[config.mk]
export PLATFORM = sky130hd
export DESIGN_NAME = clkmon_tick_gen
export DESIGN_NICKNAME = d
export VERILOG_FILES = /design/src/rtl/clkmon_tick_gen.sv
export SDC_FILE = /design/constraint.sdc
export NUM_CORES = 1
export LEC_CHECK = 0
export BUFFER_PORTS_ARGS = -buffer_cell sky130_fd_sc_hd__buf_4
export CORE_UTILIZATION = 65
export CTS_BUF_LIST = sky130_fd_sc_hd__clkbuf_16
export DETAILED_ROUTE_END_ITERATION = 8
export HOLD_SLACK_MARGIN = 0.08
export MAX_ROUTING_LAYER = met4
export PLACE_DENSITY = 0.82
export SYNTH_ARGS = -nofsm -noshare
export SYNTH_HDL_FRONTEND = slang
export SYNTH_SLANG_ARGS = --single-unit
export TNS_END_PERCENT = 100
[constraint.sdc]
create_clock -name CLK -period 3.4 [get_ports CLK]
set_input_delay 0.68 -clock CLK [delete_from_list [all_inputs] [get_ports CLK]]
set_output_delay 0.68 -clock CLK [all_outputs]
set_load 0.01 [all_outputs]
[src/rtl/clkmon_tick_gen.sv]
// Sample-rate tick: down-counter that pulses TICK for one cycle when it reaches zero, then reloads.
module clkmon_tick_gen #(
    parameter int P_CLK_FREQ = 100_000_000
) (
    input  logic CLK,
    input  logic RESET_N,
    output logic TICK
);

    localparam int CW = $clog2(P_CLK_FREQ);
    localparam logic [CW-1:0] RELOAD = CW'(P_CLK_FREQ - 1);

    logic [CW-1:0] cnt_q;
    logic [CW-1:0] cnt_d;

    always_comb begin
        cnt_d = (cnt_q == '0) ? RELOAD : cnt_q - CW'(1);
    end

    always_ff @(posedge CLK or negedge RESET_N) begin
        if (!RESET_N) cnt_q <= RELOAD;
        else          cnt_q <= cnt_d;
    end

    assign TICK = (cnt_q == '0);

endmodule

==> results of run 1 <==
## layer usage
layer / up-vias / wire [µm] / share of wire
met3: 18 / 151 / 0.051
met4: 0 / 110 / 0.037
met1: 556 / 1264 / 0.43
met5: - / 0 / 0
li1: 543 / - / -
met2: 48 / 1413 / 0.48
## critical path, cell delays in order (launching register included)
cell and delay [ns]:
dfstp_2 0.55, inv_1 0.06, ha_1 0.22, nor4b_1 0.17, and3_1 0.23, nand3_1 0.10, clkinv_1 0.22, buf_4 0.22
## power breakdown
| part | switching, µW | total [µW] | internal [µW] |
|---|---|---|---|
| logic | 5.74 | 6.53 | 0.783 |
| registers | 0 | 322 | 322 |
| clock network | 106 | 266 | 160 |
## area by class of cell
cell class,instances,area (µm²),area share
clock inverter,1,6.256,0.004075
inverter,5,18.77,0.01222
clock buffer,3,75.07,0.04890
sequential,27,699.4,0.4556
multi-input combinational,104,664.4,0.4328
timing repair buffer,5,37.54,0.02445
tap,27,33.78,0.02200
## cell families after synthesis
logic type,count (synthesis),share of synthesized area
DFF,27,0.4960
and+or+nand+nor,68,0.2742
xor gates and xnor gates,9,0.05590
adders and majority gates,2,0.01774
AOI/OAI and AO/OA,25,0.1233
buffers and inverters,10,0.03282
## synth_stat cells
cell / count / area, µm²
buf_2: 1 / 5.000
o41ai_1: 3 / 26.28
or3_4: 1 / 11.26
dfrtp_1: 8 / 200.2
xnor2_1: 6 / 52.55
nor4_2: 1 / 12.51
or4_1: 7 / 52.55
nor4b_1: 2 / 17.52
o31ai_1: 10 / 75.07
clkinv_1: 1 / 3.750
o311ai_0: 1 / 8.760
o211ai_1: 3 / 22.52
dfstp_2: 19 / 499.2
and3_1: 2 / 12.51
nand2_1: 12 / 45.04
o21ai_0: 2 / 10.01
or4b_2: 1 / 10.01
and4_1: 1 / 8.760
nand4_1: 3 / 18.77
nor3_1: 8 / 40.04
xor2_1: 3 / 26.28
or3_1: 4 / 25.02
buf_6: 1 / 11.26
or2_2: 1 / 6.260
a21oi_1: 5 / 25.02
ha_1: 2 / 25.02
clkbuf_1: 3 / 11.26
nand4b_1: 2 / 17.52
a31oi_1: 1 / 6.260
nor4_1: 4 / 25.02
inv_1: 4 / 15.01
nand3_1: 10 / 50.05
nor2_1: 9 / 33.78
## path summary, 6_finish.rpt
path | endpoint | start | cells past startpoint
worst max-delay path | TICK | cnt_q[0] | 7
worst max register to register | cnt_q[19] | cnt_q[9] | 4
worst min register to register | cnt_q[0] | cnt_q[0] | 1
worst min-delay path | cnt_q[8] | RESET_N | 1
min in group CLK | cnt_q[0] | cnt_q[0] | 1
max in group asynchronous | cnt_q[5] | RESET_N | 1
## metrics by stage
step / setup WS (ns) / power, µW / util / instance area (µm²) / hold WS [ns]
3_3_place_gp: 1.051 / 334.1 / 0.7263 / 1454 / 0.4481
5_1_grt: 0.5841 / 614.3 / 0.7669 / 1535 / 0.3422
4_1_cts: 0.7042 / 602.4 / 0.7669 / 1535 / 0.3245
2_1_floorplan: 1.060 / 327.5 / - / 1410 / 0.3844
3_5_place_dp: 0.9825 / 334.4 / 0.7263 / 1454 / 0.4493
6_report: 0.7019 / 595.1 / 0.7669 / 1535 / 0.3214
==> metrics.yaml, run 1 <==
floorplanning:
  dieArea_mm2: 0.002360
  die_h_um: 48.58
  ios: 3
  start_util: 0.7044
  die_x_um: 48.58
  fp-row-count: 16
  core_mm2: 0.002002
cts:
  cts.sinks: 27
  cts_root_buffer: "clkbuf_16"
  cts_buffer_depth: 2
  postCtsResizedCells: 0
  clk_pin_slew_ns: 0.07
  clkLatencyLatePin_ns: 0.26
  cts_setup_buffers: 0
  tritoncts: "done"
  cts-buffers-inserted: 3
  cts_hold_buf: 0
  htreeDepth: 1
placement:
  io_buffers: 2
  hpwl_um: 2005
  gp_congestion: 0.8848
  dpl.cell_count: 168
run:
  maxCapViolations: 0
final_layout:
  drive_gt1_frac: 0.2207
  nFillCells: 129
  nets: 150
  layout_common_cells: "19 x dfstp_2, 12 x nand2_1, 10 x nand3_1, 10 x o31ai_1, 9 x nor2_1"
  largest_reg_flops: 27
  diodes: 0
  reg_top3: "cnt_q: 27 flops"
  layoutNonFillerInstCount: 172
  syn2layout_area_growth_pct: 8.873
  largest_register: "cnt_q"
  final_common_cell: "dfstp_2"
worst_setup_path:
  cp-end-kind: "primary output"
  crit_type: "reg -> out"
  start_kind: "flop"
  crit_path_max_fanout: 9
  crit_required_ns: 2.72
  cp.arrival_ns: 2.02
  r2r_setup_slack_ns: 1.17
detailed_routing:
  wl_per_cell_um: 17.09
  totalWireLength_um: 2939
  drtIter0Drc: 48
  drcViolationCount: 0
  firstDrtPassIters: 4
  viasPerCell: 6.773
  final_antenna_net_count: 0
  vias: 1165
timing:
  clock.fmax_mhz: 370.6
  setup_tns_ns: 0
  setup_viol: 0
  relSlewSlack: 0.5898
  worst_pin_slew_ns: 0.6068
  finalCriticalPeriod_ns: 2.698
  fin_crit_sh: 0.7936
  hold_viol: 0
  fin_worst_skew_ns: 0.004725
  rsz0062_at_grt: "no"
  report.final.slew_viol_count: 0
grt:
  track_usage: 0.2877
  met3_usage: 0.05031
  grt_overflow: 0
  met2_usage: 0.4413
  use_met1: 0.3543
  antenna_found_initial: 0
  grt_pass1_vias: 1140
  grt_max_degree: 28
  grt_first_pass_wirelength_um: 5085
  busiest_layer: "met2"
yosys:
  yosysSeqAreaShare: 0.4960
  yosysUniqueCellTypes: 33
  synth_seq_cells: 27
  syn_inst: 141
  syn-cell-area_mm2: 0.001410
  synth_nets: 145
  yosys_warnings: 0
  avgSynthCellArea_um2: 10.00
pwr:
  ir_drop_uv: 414.5
  p_per_area_mw_per_mm2: 387.6
  p_leak_uw: 0.0005898
outcome:
  status: "complete, no violations"
min_path:
  hp-class: "in -> async"
Note: power is estimated with default switching activity, not from simulation.
==> run 2, diff against run 1 <==
- CORE_UTILIZATION: 65 -> 54
- PLACE_DENSITY: 0.82 -> 0.73
- clock period: 3.4 -> 2.3 ns (I/O delays scaled with it)
==> run 2 against run 1 <==
  * First-iteration DRC count down 38%
  * Clock skew up 0.0015 ns
  * Cell count up 5.8%
  * Global-route usage down 4.3 points
  * Sequential power up 48%
  * Utilization down 12 points
  * Critical path depth down 1
  * Register-to-register slack worse by 0.89 ns
  * Clock-buffer cell count unchanged
  * Final area up 4.5%
  * Sequential cell count unchanged
  * Combinational power up 49%
  * Largest power group unchanged
  * Highest routed layer unchanged
==> metrics.yaml, run 2 (same netlist as run 1, synthesis figures left out) <==
outcome:
  status: "complete, no violations"
cts:
  clk_pin_slew_ns: 0.07  # about the same
  cts_buffer_depth: 2  # unchanged
  clkLatencyLatePin_ns: 0.26  # about the same
  postCtsResizedCells: 0  # unchanged
  htreeDepth: 1  # unchanged
  cts_setup_buffers: 0  # unchanged
  tritoncts: "done"
  cts_hold_buf: 0  # unchanged
  cts-buffers-inserted: 3  # unchanged
  cts_root_buffer: "clkbuf_16"
  cts.sinks: 27  # unchanged
floorplanning:
  start_util: 0.5692  # -0.1352
  ios: 3  # unchanged
  core_mm2: 0.002477  # +24%
  fp-row-count: 18  # +2
  die_h_um: 53.10  # +9.3%
  dieArea_mm2: 0.002820  # +19%
  die_x_um: 53.10  # +9.3%
grt:
  grt_pass1_vias: 1058  # -7.2%
  track_usage: 0.2443  # -0.04347
  grt_first_pass_wirelength_um: 4809  # -5.4%
  antenna_found_initial: 0  # unchanged
  grt_max_degree: 28  # unchanged
  grt_overflow: 0  # unchanged
detailed_routing:
  routed-wl-met3_um: 72  # -52%
  dr_wl_met2_um: 1466  # +3.8%
  viasPerCell: 6.368  # -6.0%
  maxUsedRoutingLayer: "met4"
  final_antenna_net_count: 0  # unchanged
  drtIter0Drc: 30  # -38%
  vias: 1159  # -0.52%
  totalWireLength_um: 3016  # +2.6%
  drcViolationCount: 0  # unchanged
  wl_per_cell_um: 16.57  # -3.0%
  firstDrtPassIters: 4  # unchanged
  drt-met1-wl_um: 1437  # +14%
final_layout:
  largest_register: "cnt_q"
  nFillCells: 204  # +58%
  final_common_cell: "dfstp_2"
  layout_common_cells: "19 x dfstp_2, 12 x nand2_1, 12 x buf_4, 10 x nand3_1, 10 x o31ai_1"
  postLayoutCoreUtil: 0.6475  # -0.1194
  design_area_mm2: 0.001604  # +4.5%
  syn2layout_area_growth_pct: 13.75
  largest_reg_flops: 27  # unchanged
  diodes: 0  # unchanged
  drive_gt1_frac: 0.2697  # +0.04905
  nets: 157  # +4.7%
  reg_top3: "cnt_q: 27 flops"
timing:
  report.final.slew_viol_count: 0  # unchanged
  rsz0062_at_grt: "no"
  fin_crit_sh: 0.9688
  fin_worst_skew_ns: 0.006259  # +0.001534 ns
  setup_tns_ns: 0  # unchanged
  setup_viol: 0  # unchanged
  worst_pin_slew_ns: 0.4011  # -0.2057 ns
  hold_viol: 0  # unchanged
  finalCriticalPeriod_ns: 2.228
  clock.fmax_mhz: 448.8
  relSlewSlack: 0.7316  # +0.1418
worst_setup_path:
  crit_type: "reg -> out"
  r2r_start: "cnt_q[9]"
  r2r_setup_slack_ns: 0.28  # -0.89 ns
  start_kind: "flop"
  crit_required_ns: 1.84  # -0.88 ns
  reg2regPathDepth: 6  # +2
  max_stage_delay_ns: 0.43  # -0.12 ns
  rr_endpoint: "cnt_q[19]"
  cp_slowest_cell: "dfrtp_1"
  critPathLaunch: "cnt_q[9]"
  crit_path_frequent_cell: "buf_4"
  crit_path_max_fanout: 5  # -4
  cp.arrival_ns: 1.77  # -0.25 ns
  cp-end-kind: "primary output"
  crit_chain: "nor4_1, buf_4, and3_1, nand3_1, inv_2, buf_4"
placement:
  placed_area_mm2: 0.001510  # +3.9%
  gp_congestion: 0.8610  # -2.7%
  io_buffers: 2  # unchanged
  hpwl_um: 1999  # -0.31%
min_path:
  hp-class: "in -> async"
pwr:
  p_leak_uw: 0.0006298  # +6.8%
  ir_drop_uv: 463.6  # +12%
  finalPower_uw: 879.2  # +48%
  p_per_area_mw_per_mm2: 548.1  # +41%
run:
  maxCapViolations: 0  # unchanged
run 2: cell types whose count changed in the layout (fill, tap and decap cells not counted), sizes merged:
cell / before / now
buf: 5 / 12
clkinv: 1 / 0
inv: 5 / 6
run 2: metrics by stage:
step                      hold slack (ns)  worst slack (ns)  cells
after CTS                          0.1096           0.05175    182
final                             0.09894           0.07165    182
after detailed placement           0.3886            0.3347    178
after floorplan                    0.1644            0.1802    141
after global placement             0.3861            0.3562    178
after global routing               0.1250          0.005466    182
run 2: where the power goes:
| group | total (µW) | leakage, µW | internal, µW | switching [µW] |
|---|---|---|---|---|
| Sequential | 476 | 0.000311 | 476 | 0 |
| Combinational | 9.72 | 0.000277 | 1.16 | 8.57 |
| Clock | 393 | 0.0000423 | 233 | 160 |
| Total | 879 | 0.000630 | 711 | 169 |
run 2: final cells by class:
cell class / count / area (µm²) / share of cell area
clock buffer: 3 / 75.07 / 0.04680
sequential: 27 / 699.4 / 0.4360
timing repair buffer: 12 / 90.09 / 0.05616
clock inverter: 1 / 3.754 / 0.002340
multi-input combinational: 104 / 679.4 / 0.4236
inverter: 5 / 18.77 / 0.01170
tap: 30 / 37.54 / 0.02340
run 2: layer usage:
metal	vias up	GRT usage
met5	-	-
met2	16	0.3861
met4	0	0.1140
li1	555	-
met1	583	0.3077
met3	5	0.03448
run 2: worst max path at each step:
stage / slack, ns / cells after the start / endpoint
finish: 0.07 / 6 / TICK
CTS: 0.05 / 5 / TICK
floorplan: 0.18 / 5 / TICK
global route: 0.005 / 6 / TICK
detailed placement: 0.33 / 6 / cnt_q[16]
global placement: 0.36 / 4 / cnt_q[25]
run 2: critical path, delay by kind of cell (launching register included):
kind | cells | cell delay [ns]
simple gates | 3 | 0.69
buf+inv | 3 | 0.38
flops | 1 | 0.43
